`src/rtl/subcarrier_nco.sv`:
```
// Subcarrier phase NCO: 32-bit phase accumulator feeding the CORDIC rotator's
// target_angle, with line-synchronous double-buffered tuning/offset registers,
// per-line phase capture and a valid strobe aligned to the rotator outputs.
module subcarrier_nco #(
  parameter int unsigned           ACC_WIDTH      = 32,
  parameter logic [ACC_WIDTH-1:0]  FTW_DEFAULT    = ACC_WIDTH'(32'h40000000),
  parameter int unsigned           CORDIC_LATENCY = 10,
  parameter bit                    RESYNC_ON_LINE = 1'b1
) (
  input  logic                 clk,
  input  logic                 rst,
  input  logic                 enable,
  input  logic                 line_start,
  input  logic [ACC_WIDTH-1:0] ftw_in,
  input  logic                 ftw_load,
  input  logic [19:0]          offset_in,
  input  logic                 offset_load,
  output logic [19:0]          target_angle,
  output logic                 angle_valid,
  output logic                 sincos_valid,
  output logic [19:0]          line_phase,
  output logic                 update_pending
);

  localparam int unsigned PW = 20;

  typedef enum logic [1:0] {
    IDLE  = 2'd0,
    ARMED = 2'd1,
    RUN   = 2'd2
  } state_t;

  state_t                   state_q, state_d;
  logic [ACC_WIDTH-1:0]     acc_q, acc_d;
  logic [ACC_WIDTH-1:0]     ftw_shadow_q, ftw_shadow_d;
  logic [ACC_WIDTH-1:0]     ftw_active_q, ftw_active_d;
  logic [PW-1:0]            offset_shadow_q, offset_shadow_d;
  logic [PW-1:0]            offset_active_q, offset_active_d;
  logic [PW-1:0]            target_angle_q, target_angle_d;
  logic                     angle_valid_q, angle_valid_d;
  logic [PW-1:0]            line_phase_q, line_phase_d;
  logic                     update_pending_q, update_pending_d;
  logic [CORDIC_LATENCY-1:0] sincos_pipe_q, sincos_pipe_d;

  logic [ACC_WIDTH-1:0]     ftw_new;
  logic [PW-1:0]            offset_new;
  logic [ACC_WIDTH-1:0]     acc_base;
  logic                     apply_line;

  // Next-state: FSM, accumulator, shadow/active registers and output words
  always_comb begin
    state_d          = state_q;
    acc_d            = acc_q;
    ftw_active_d     = ftw_active_q;
    offset_active_d  = offset_active_q;
    target_angle_d   = target_angle_q;
    angle_valid_d    = angle_valid_q;
    line_phase_d     = line_phase_q;
    update_pending_d = update_pending_q;
    apply_line       = 1'b0;
    acc_base         = acc_q;

    // A load in the same cycle as an applied line_start bypasses the shadow.
    ftw_new         = ftw_load    ? ftw_in    : ftw_shadow_q;
    offset_new      = offset_load ? offset_in : offset_shadow_q;
    ftw_shadow_d    = ftw_new;
    offset_shadow_d = offset_new;
    if (ftw_load || offset_load) begin
      update_pending_d = 1'b1;
    end

    if (!enable) begin
      state_d        = IDLE;
      acc_d          = '0;
      target_angle_d = '0;
      angle_valid_d  = 1'b0;
    end else begin
      case (state_q)
        IDLE: begin
          state_d        = ARMED;
          acc_d          = '0;
          target_angle_d = '0;
          angle_valid_d  = 1'b0;
        end
        ARMED: begin
          acc_d          = '0;
          target_angle_d = '0;
          angle_valid_d  = 1'b0;
          if (line_start) begin
            state_d    = RUN;
            apply_line = 1'b1;
            acc_base   = '0;
          end
        end
        RUN: begin
          angle_valid_d = 1'b1;
          if (line_start) begin
            apply_line   = 1'b1;
            line_phase_d = acc_q[ACC_WIDTH-1 -: PW];
            if (RESYNC_ON_LINE) begin
              acc_base = '0;
            end
          end else begin
            acc_d          = acc_q + ftw_active_q;
            target_angle_d = acc_q[ACC_WIDTH-1 -: PW] + offset_active_q;
          end
        end
        default: begin
          state_d = IDLE;
        end
      endcase
    end

    // Line boundary: new tuning takes effect from the (possibly zeroed) base phase.
    if (apply_line) begin
      ftw_active_d     = ftw_new;
      offset_active_d  = offset_new;
      update_pending_d = 1'b0;
      acc_d            = acc_base + ftw_new;
      target_angle_d   = acc_base[ACC_WIDTH-1 -: PW] + offset_new;
      angle_valid_d    = 1'b1;
    end
  end

  // Valid delay line matching the rotator pipeline depth
  always_comb begin
    sincos_pipe_d    = sincos_pipe_q;
    sincos_pipe_d[0] = angle_valid_q;
    for (int unsigned i = 1; i < CORDIC_LATENCY; i++) begin
      sincos_pipe_d[i] = sincos_pipe_q[i-1];
    end
  end

  // State and datapath registers with synchronous reset
  always_ff @(posedge clk) begin
    if (rst) begin
      state_q          <= IDLE;
      acc_q            <= '0;
      ftw_shadow_q     <= FTW_DEFAULT;
      ftw_active_q     <= FTW_DEFAULT;
      offset_shadow_q  <= '0;
      offset_active_q  <= '0;
      target_angle_q   <= '0;
      angle_valid_q    <= 1'b0;
      line_phase_q     <= '0;
      update_pending_q <= 1'b0;
      sincos_pipe_q    <= '0;
    end else begin
      state_q          <= state_d;
      acc_q            <= acc_d;
      ftw_shadow_q     <= ftw_shadow_d;
      ftw_active_q     <= ftw_active_d;
      offset_shadow_q  <= offset_shadow_d;
      offset_active_q  <= offset_active_d;
      target_angle_q   <= target_angle_d;
      angle_valid_q    <= angle_valid_d;
      line_phase_q     <= line_phase_d;
      update_pending_q <= update_pending_d;
      sincos_pipe_q    <= sincos_pipe_d;
    end
  end

  assign target_angle   = target_angle_q;
  assign angle_valid    = angle_valid_q;
  assign sincos_valid   = sincos_pipe_q[CORDIC_LATENCY-1];
  assign line_phase     = line_phase_q;
  assign update_pending = update_pending_q;

endmodule

```
`config.mk`:
```
export PLATFORM = sky130hd
export DESIGN_NAME = subcarrier_nco
export DESIGN_NICKNAME = d
export VERILOG_FILES = /design/src/rtl/subcarrier_nco.sv
export SDC_FILE = /design/constraint.sdc
export NUM_CORES = 1
export LEC_CHECK = 0
export ABC_AREA = 1
export CORE_MARGIN = 2
export CORE_UTILIZATION = 55
export CTS_CLUSTER_DIAMETER = 80
export CTS_CLUSTER_SIZE = 8
export DETAILED_ROUTE_END_ITERATION = 8
export DONT_BUFFER_PORTS = 1
export MAX_ROUTING_LAYER = met4
export PLACE_DENSITY_LB_ADDON = 0.08
export SLEW_MARGIN = 20
export SYNTH_ARGS = -nofsm -noshare
export SYNTH_HDL_FRONTEND = slang
export SYNTH_SLANG_ARGS = --single-unit
```
`constraint.sdc`:
```
create_clock -name clk -period 4.6 [get_ports clk]
set_clock_uncertainty 0.2 [all_clocks]
set_input_delay 0.69 -clock clk [delete_from_list [all_inputs] [get_ports clk]]
set_output_delay 0.69 -clock clk [all_outputs]
set_load 0.01 [all_outputs]
```
==> flow_summary.toml, run 1 <==
[synthesis]
ys_seq_elements = 190
syn-cell-area_mm2 = 0.0146
synth_area_per_cell_um2 = 5.92
synth_edf_count = 0
synth_area_leaders = "dfxtp_1, nand2_1, inv_1, ha_1, nand3_1"
synth_area_leader_cell = "dfxtp_1"
ys_seq_area_share_pct = 26.1
yosys_warnings = 0
synthCells = 2460
synth.distinct_cells = 42
syn_nets = 2628
synth_most_common_cell = "nand2_1"
synth_top_area_share_pct = 26.1
synth_ff_type = "dfxtp_1"
synthArstFlopShare_pct = 0
synth_common_cells = "nand2_1, inv_1, nand3_1, nor2_1, dfxtp_1"

[finish]
ff_latch_area_mm2 = 0.00380
area_delta_synth_final_pct = 5.99
antenna_cells = 0
design_area_mm2 = 0.0154
fill_cells = 2699
finalNonFillerCells = 2771
fin_nets = 2591
multi_input_area_mm2 = 0.00880
fin_util_pct = 59.4
layout-drive-gt1-share_pct = 4.52

[timing]
rsz0062_at_grt = "false"
worstMarginPinSlew_ns = 0.795
layout_setup_ws_ns = 0.741
slew_headroom_pct = 47.0
max_freq_mhz = 259
slew_viol_final = 0
fin_hold_ws_ns = 0.118
setup_violations = 0
period_minus_slack_ns = 3.86
hold_viol = 0
fin_setup_tns_ns = 0
finalCritPeriodShare_pct = 83.9

[cts]
clkSinkCount = 190
clockRootBuffer = "clkbuf_16"
cts.path.max_buffers = 2
cts-htree-levels = 4
clk_pin_slew_ns = 0.08
cts_tree = "yes"
cts_setup_buffers = 0
cts-buffers-inserted = 17
cts_hold_repair.buffers = 0
cts.repair.resized = 0
insertion_delay_ns = 0.45

[critical_path]
path_max_fanout = 33
cpMaxStageDelayCell = "fa_1"
cpPeakStageDelay_ns = 0.43
critPathArrivalTime_ns = 4.00
cp_cell_sequence = "inv_1, ha_1, nand2_1, nor2_4, inv_2, buf_12, nand2_1, inv_1, ha_1, inv_1, fa_1, inv_1, nand3_1, nand3_1, nand2_1, nand2_1, nand2_1, nand3_1, nand2_1, nand3_1, nand3_1, nand2_1, inv_1"
reg2reg_slack_ns = 0.74
cp_common_cell = "nand2_1"
r2r_cells = 23
worst-setup-path-type = "reg2reg"
worst_setup_path_start_kind = "register"
rr_endpoint = "acc_q[24]"
endpoint_kind = "register"
worstPathRequired_ns = 4.74
reg2reg_from = "state_q[0]"

[detailed_routing]
routed_wl_um = 48200
viasPerCell = 5.43
drtIter0Drc = 1650
drtPass1Iterations = 5
route.antenna.remaining_nets = 0
wire_per_inst_um = 17.4
vias = 15100
drc = 0

[die]
initial_core_util_pct = 56.0
io_pins = 101
die_h_um = 167
die_w_um = 167
coreArea_mm2 = 0.0260
rows = 59
die-area_mm2 = 0.0278

[global_routing]
track_usage_pct = 35.7
grt_start_max_net_pins = 136
grt_overflow = 0
grt_pass1_wl_um = 75400
antenna_found_initial = 0
grt_pass1_vias = 13600

[power_and_ir_drop]
power-per-cell-area_mw_per_mm2 = 269
max-vdd-ir-drop_mv = 0.193
finalPower_mw = 4.15
leakage_nw = 8.65

[placement]
dp.cells = 2739
post-place-ws_ns = 0.752
io_buffers = 0
place_area_mm2 = 0.0148
place_congestion = 0.993
place_hpwl_um = 37600

[min_path]
min_delay_path_depth = 1
min_from = "rst"
holdPathEnd = "sincos_pipe_q[1]"
hp-class = "in2reg"

[status]
outcome = "finished, final reports clean"

[run]
maxCapViolations = 0
## where the power goes
group / switching (mW) / total, mW / internal (mW)
Sequential: 0.0670 / 1.78 / 1.71
Clock: 0.770 / 1.60 / 0.834
Combinational: 0.519 / 0.768 / 0.248
Total: 1.36 / 4.15 / 2.80
## logic make-up after synthesis
| group | after synthesis | synth area share [%] |
|---|---|---|
| AND/OR/NAND/NOR | 1285 | 37.2 |
| buffers and inverters | 515 | 13.4 |
| AO/OA/AOI/OAI | 343 | 12.5 |
| flip-flops | 190 | 26.1 |
| adder cells (fa/ha/maj) | 110 | 9.66 |
| XOR/XNOR | 16 | 0.963 |
| multiplexers | 1 | 0.0688 |
## how the worst max path moves through the flow
stage	startpoint	to	slack, ns	depth (start not counted)
2_1_floorplan	line_start	acc_q[28]	1.29	23
3_3_place_gp	ftw_load	acc_q[24]	0.80	19
5_1_grt	state_q[0]	acc_q[24]	0.50	23
4_1_cts	state_q[0]	acc_q[24]	0.83	23
3_5_place_dp	ftw_load	acc_q[24]	0.75	19
6_report	state_q[0]	acc_q[24]	0.74	23
## placed cells by master (no fill, tap or decap), drive strengths merged, types with 4 or more instances in the layout
master | netlist | routed
a21oi | 173 | 173
or2 | 65 | 65
dfxtp | 190 | 190
ha | 106 | 106
inv | 445 | 452
nor3 | 13 | 13
nor4 | 4 | 4
nor2 | 202 | 202
o21ai | 129 | 129
fa | 4 | 4
o21bai | 12 | 12
clkbuf | 49 | 17
xnor2 | 6 | 6
clkinv | 1 | 5
o211ai | 12 | 12
nand3b | 18 | 18
nand3 | 198 | 198
a22oi | 4 | 4
buf | 20 | 13
and2 | 9 | 9
nand2 | 760 | 760
xor2 | 10 | 10
nand4 | 15 | 15
## sequential cells by signal, indices dropped and copies added (netlist names)
register and flops:
acc_q 32, ftw_active_q 32, ftw_shadow_q 32, line_phase 20
offset_active_q 20, offset_shadow_q 20, target_angle 20, sincos_pipe_q 10
state_q 2, angle_valid 1, update_pending 1
## layer usage
metal	routed length [µm]	GRT usage (%)	up-vias
met1	23000	52.7	6733
li1	-	-	7622
met5	0	-	-
met3	5490	8.63	57
met2	18600	48.2	644
met4	1020	9.11	0
## worst max-delay path, delay by kind of cell, from the launching register on
family,cells,cell delay (ns)
fa+ha+maj,3,0.90
flops,1,0.35
buf+inv,7,0.87
simple gates,13,1.41
## area by class of cell
type | count | area share [%]
well taps | 335 | 2.72
flip-flops and latches | 190 | 24.7
multi-input cells | 1755 | 57.0
clock inverters | 15 | 1.27
clock buffers | 17 | 2.76
repair buffers | 13 | 0.714
inverters | 446 | 10.9
No activity file was read; power rests on OpenSTA's default activity.
==> run 2: changes to the inputs <==
Clock period 4.6 ns to 3.8 ns, I/O delays scaled along.
==> run 2 against run 1 <==
  * Combinational power increased by 26%
  * Register-to-register slack got worse by 0.50 ns
  * Setup slack got worse by 0.50 ns
  * Count of clock-buffer cells in the layout unchanged
  * Critical path depth decreased by 4
  * Maximum frequency increased by 8.4%
  * First-iteration DRC count increased by 9.0%
  * Critical path type unchanged
  * Critical endpoint is now acc_q[29]
  * Highest routed layer unchanged
==> flow_summary.toml, run 2 (same netlist as run 1, synthesis figures left out) <==
[critical_path]
worst_setup_path_start_kind = "register"
worstPathRequired_ns = 3.94
reg2reg_from = "state_q[0]"
path_max_fanout = 32
critPathArrivalTime_ns = 3.70
r2r_cells = 19
startpoint = "state_q[0]"
endpoint_kind = "register"
worst-setup-path-type = "reg2reg"
rr_endpoint = "acc_q[29]"
reg2reg_slack_ns = 0.24

[timing]
slew_viol_final = 0
max_freq_mhz = 281
worstMarginPinSlew_ns = 0.810
slew_headroom_pct = 45.4
rsz0062_at_grt = "false"
hold_viol = 0
fin_setup_tns_ns = 0
period_minus_slack_ns = 3.56
fin_hold_ws_ns = 0.0310
finalCritPeriodShare_pct = 93.7
setup_violations = 0

[detailed_routing]
wire_per_inst_um = 17.7
vias = 15300
routed_wl_um = 49400
viasPerCell = 5.51
drtIter0Drc = 1798
route.antenna.remaining_nets = 0
drtPass1Iterations = 6
drc = 0

[cts]
clkSinkCount = 190
clk_pin_slew_ns = 0.07
insertion_delay_ns = 0.45
clockRootBuffer = "clkbuf_16"
cts-htree-levels = 4
cts_tree = "yes"
cts.path.max_buffers = 2
cts-buffers-inserted = 17

[min_path]
min_from = "rst"
holdPathEnd = "line_phase[6]"
hp-class = "in2reg"
min_delay_path_depth = 1

[global_routing]
antenna_found_initial = 1
grt_pass1_vias = 13800
track_usage_pct = 36.2
grt_pass1_wl_um = 76500
grt_start_max_net_pins = 117
grt_overflow = 0

[die]
coreArea_mm2 = 0.0260
die_w_um = 167
die_h_um = 167
io_pins = 101
initial_core_util_pct = 56.0
rows = 59
die-area_mm2 = 0.0278

[power_and_ir_drop]
leakage_nw = 8.74
p_switching_mw = 1.71
internal-power_mw = 3.41
power_frac_comb_pct = 18.9
power_frac_clock_pct = 39.1
seqPwrFrac_pct = 42.0
power-per-cell-area_mw_per_mm2 = 329
swShare_pct = 33.5
max-vdd-ir-drop_mv = 0.284

[placement]
io_buffers = 0
place_congestion = 0.989
place_hpwl_um = 38100
place_area_mm2 = 0.0149

[finish]
layout-drive-gt1-share_pct = 4.98
design_area_mm2 = 0.0156
final_common_cell = "nand2_1"
fin_nets = 2604
area_delta_synth_final_pct = 7.13
reg_top3 = "acc_q x32, ftw_active_q x32, ftw_shadow_q x32"
fill_cells = 2664
final_cell_mix = "nand2_1, inv_1, nor2_1, nand3_1, dfxtp_1"

[run]
maxCapViolations = 0

[status]
outcome = "finished, final reports clean"
## run 2: cell count changes in the layout (fill, tap and decap cells not counted), sizes merged
cell / previous run / this run
clkinvlp: 2 / 1
buf: 13 / 23
clkbuf: 17 / 18
dlygate4sd3: 0 / 2
clkinv: 5 / 8
diode: 0 / 1
inv: 452 / 450
## run 2: worst max-delay path, stage by stage, from the launching register on
cell,delay (ns)
dfxtp_1,0.34
inv_1,0.08
ha_1,0.29
nand2_1,0.17
nor2_4,0.06
inv_4,0.16
buf_12,0.22
nand2_1,0.08
inv_1,0.15
ha_1,0.34
a21oi_1,0.30
nand2_1,0.16
nand2_1,0.08
nand2_1,0.05
a21oi_1,0.30
nand3_1,0.13
nand3_1,0.13
nand3_1,0.09
nand2_1,0.09
inv_1,0.03
## run 2: worst max-delay path by stage
stage	end	slack, ns	cells after the start
floorplan	acc_q[28]	0.53	25
global placement	acc_q[29]	0.32	16
detailed placement	acc_q[25]	0.29	17
CTS	acc_q[20]	0.29	21
global route	acc_q[28]	0.03	23
finish	acc_q[29]	0.24	19
## run 2: power by group through the flow
stage / combinational (mW) / sequential [mW] / clock, mW
detailed placement: 0.927 / 2.19 / 0
floorplan: 0.694 / 2.16 / 0
CTS: 0.941 / 2.15 / 2.00
finish: 0.970 / 2.15 / 2.00
global placement: 0.917 / 2.19 / 0
global route: 1.08 / 2.16 / 2.07
## run 2: what timing repair did
action / CTS / global route
hold buffers: 2 / 0
setup buffers: 0 / 0
gates resized for setup: 0 / 2
endpoints found under the setup margin: 0 / 3
endpoints found under the hold margin: 20 / 0
## run 2: cell type report
class | count | area (µm²) | share of cell area [%]
multi-input cells | 1755 | 8800 | 56.4
flip-flops and latches | 190 | 3800 | 24.4
inverters | 446 | 1680 | 10.8
clock buffers | 17 | 425 | 2.73
well taps | 335 | 419 | 2.69
repair buffers | 26 | 243 | 1.56
clock inverters | 15 | 223 | 1.43
diodes | 1 | 2.50 | 0.0160
## run 2: stage by stage
| stage | power, mW | cells | util [%] | worst slack (ns) |
|---|---|---|---|---|
| CTS | 5.09 | 2783 | 59.9 | 0.287 |
| floorplan | 2.85 | 2460 | - | 0.526 |
| detailed placement | 3.12 | 2749 | 57.3 | 0.292 |
| global placement | 3.11 | 2749 | 57.3 | 0.315 |
| finish | 5.12 | 2785 | 60.0 | 0.240 |
| global route | 5.31 | 2785 | 60.0 | 0.0278 |
## run 2: routing by layer
| layer | vias up | track usage, % | routed length [µm] |
|---|---|---|---|
| met5 | - | - | 0 |
| met4 | 0 | 11.1 | 1430 |
| met3 | 74 | 8.03 | 5770 |
| met2 | 718 | 47.6 | 18600 |
| met1 | 6917 | 54.3 | 23500 |
| li1 | 7638 | - | - |
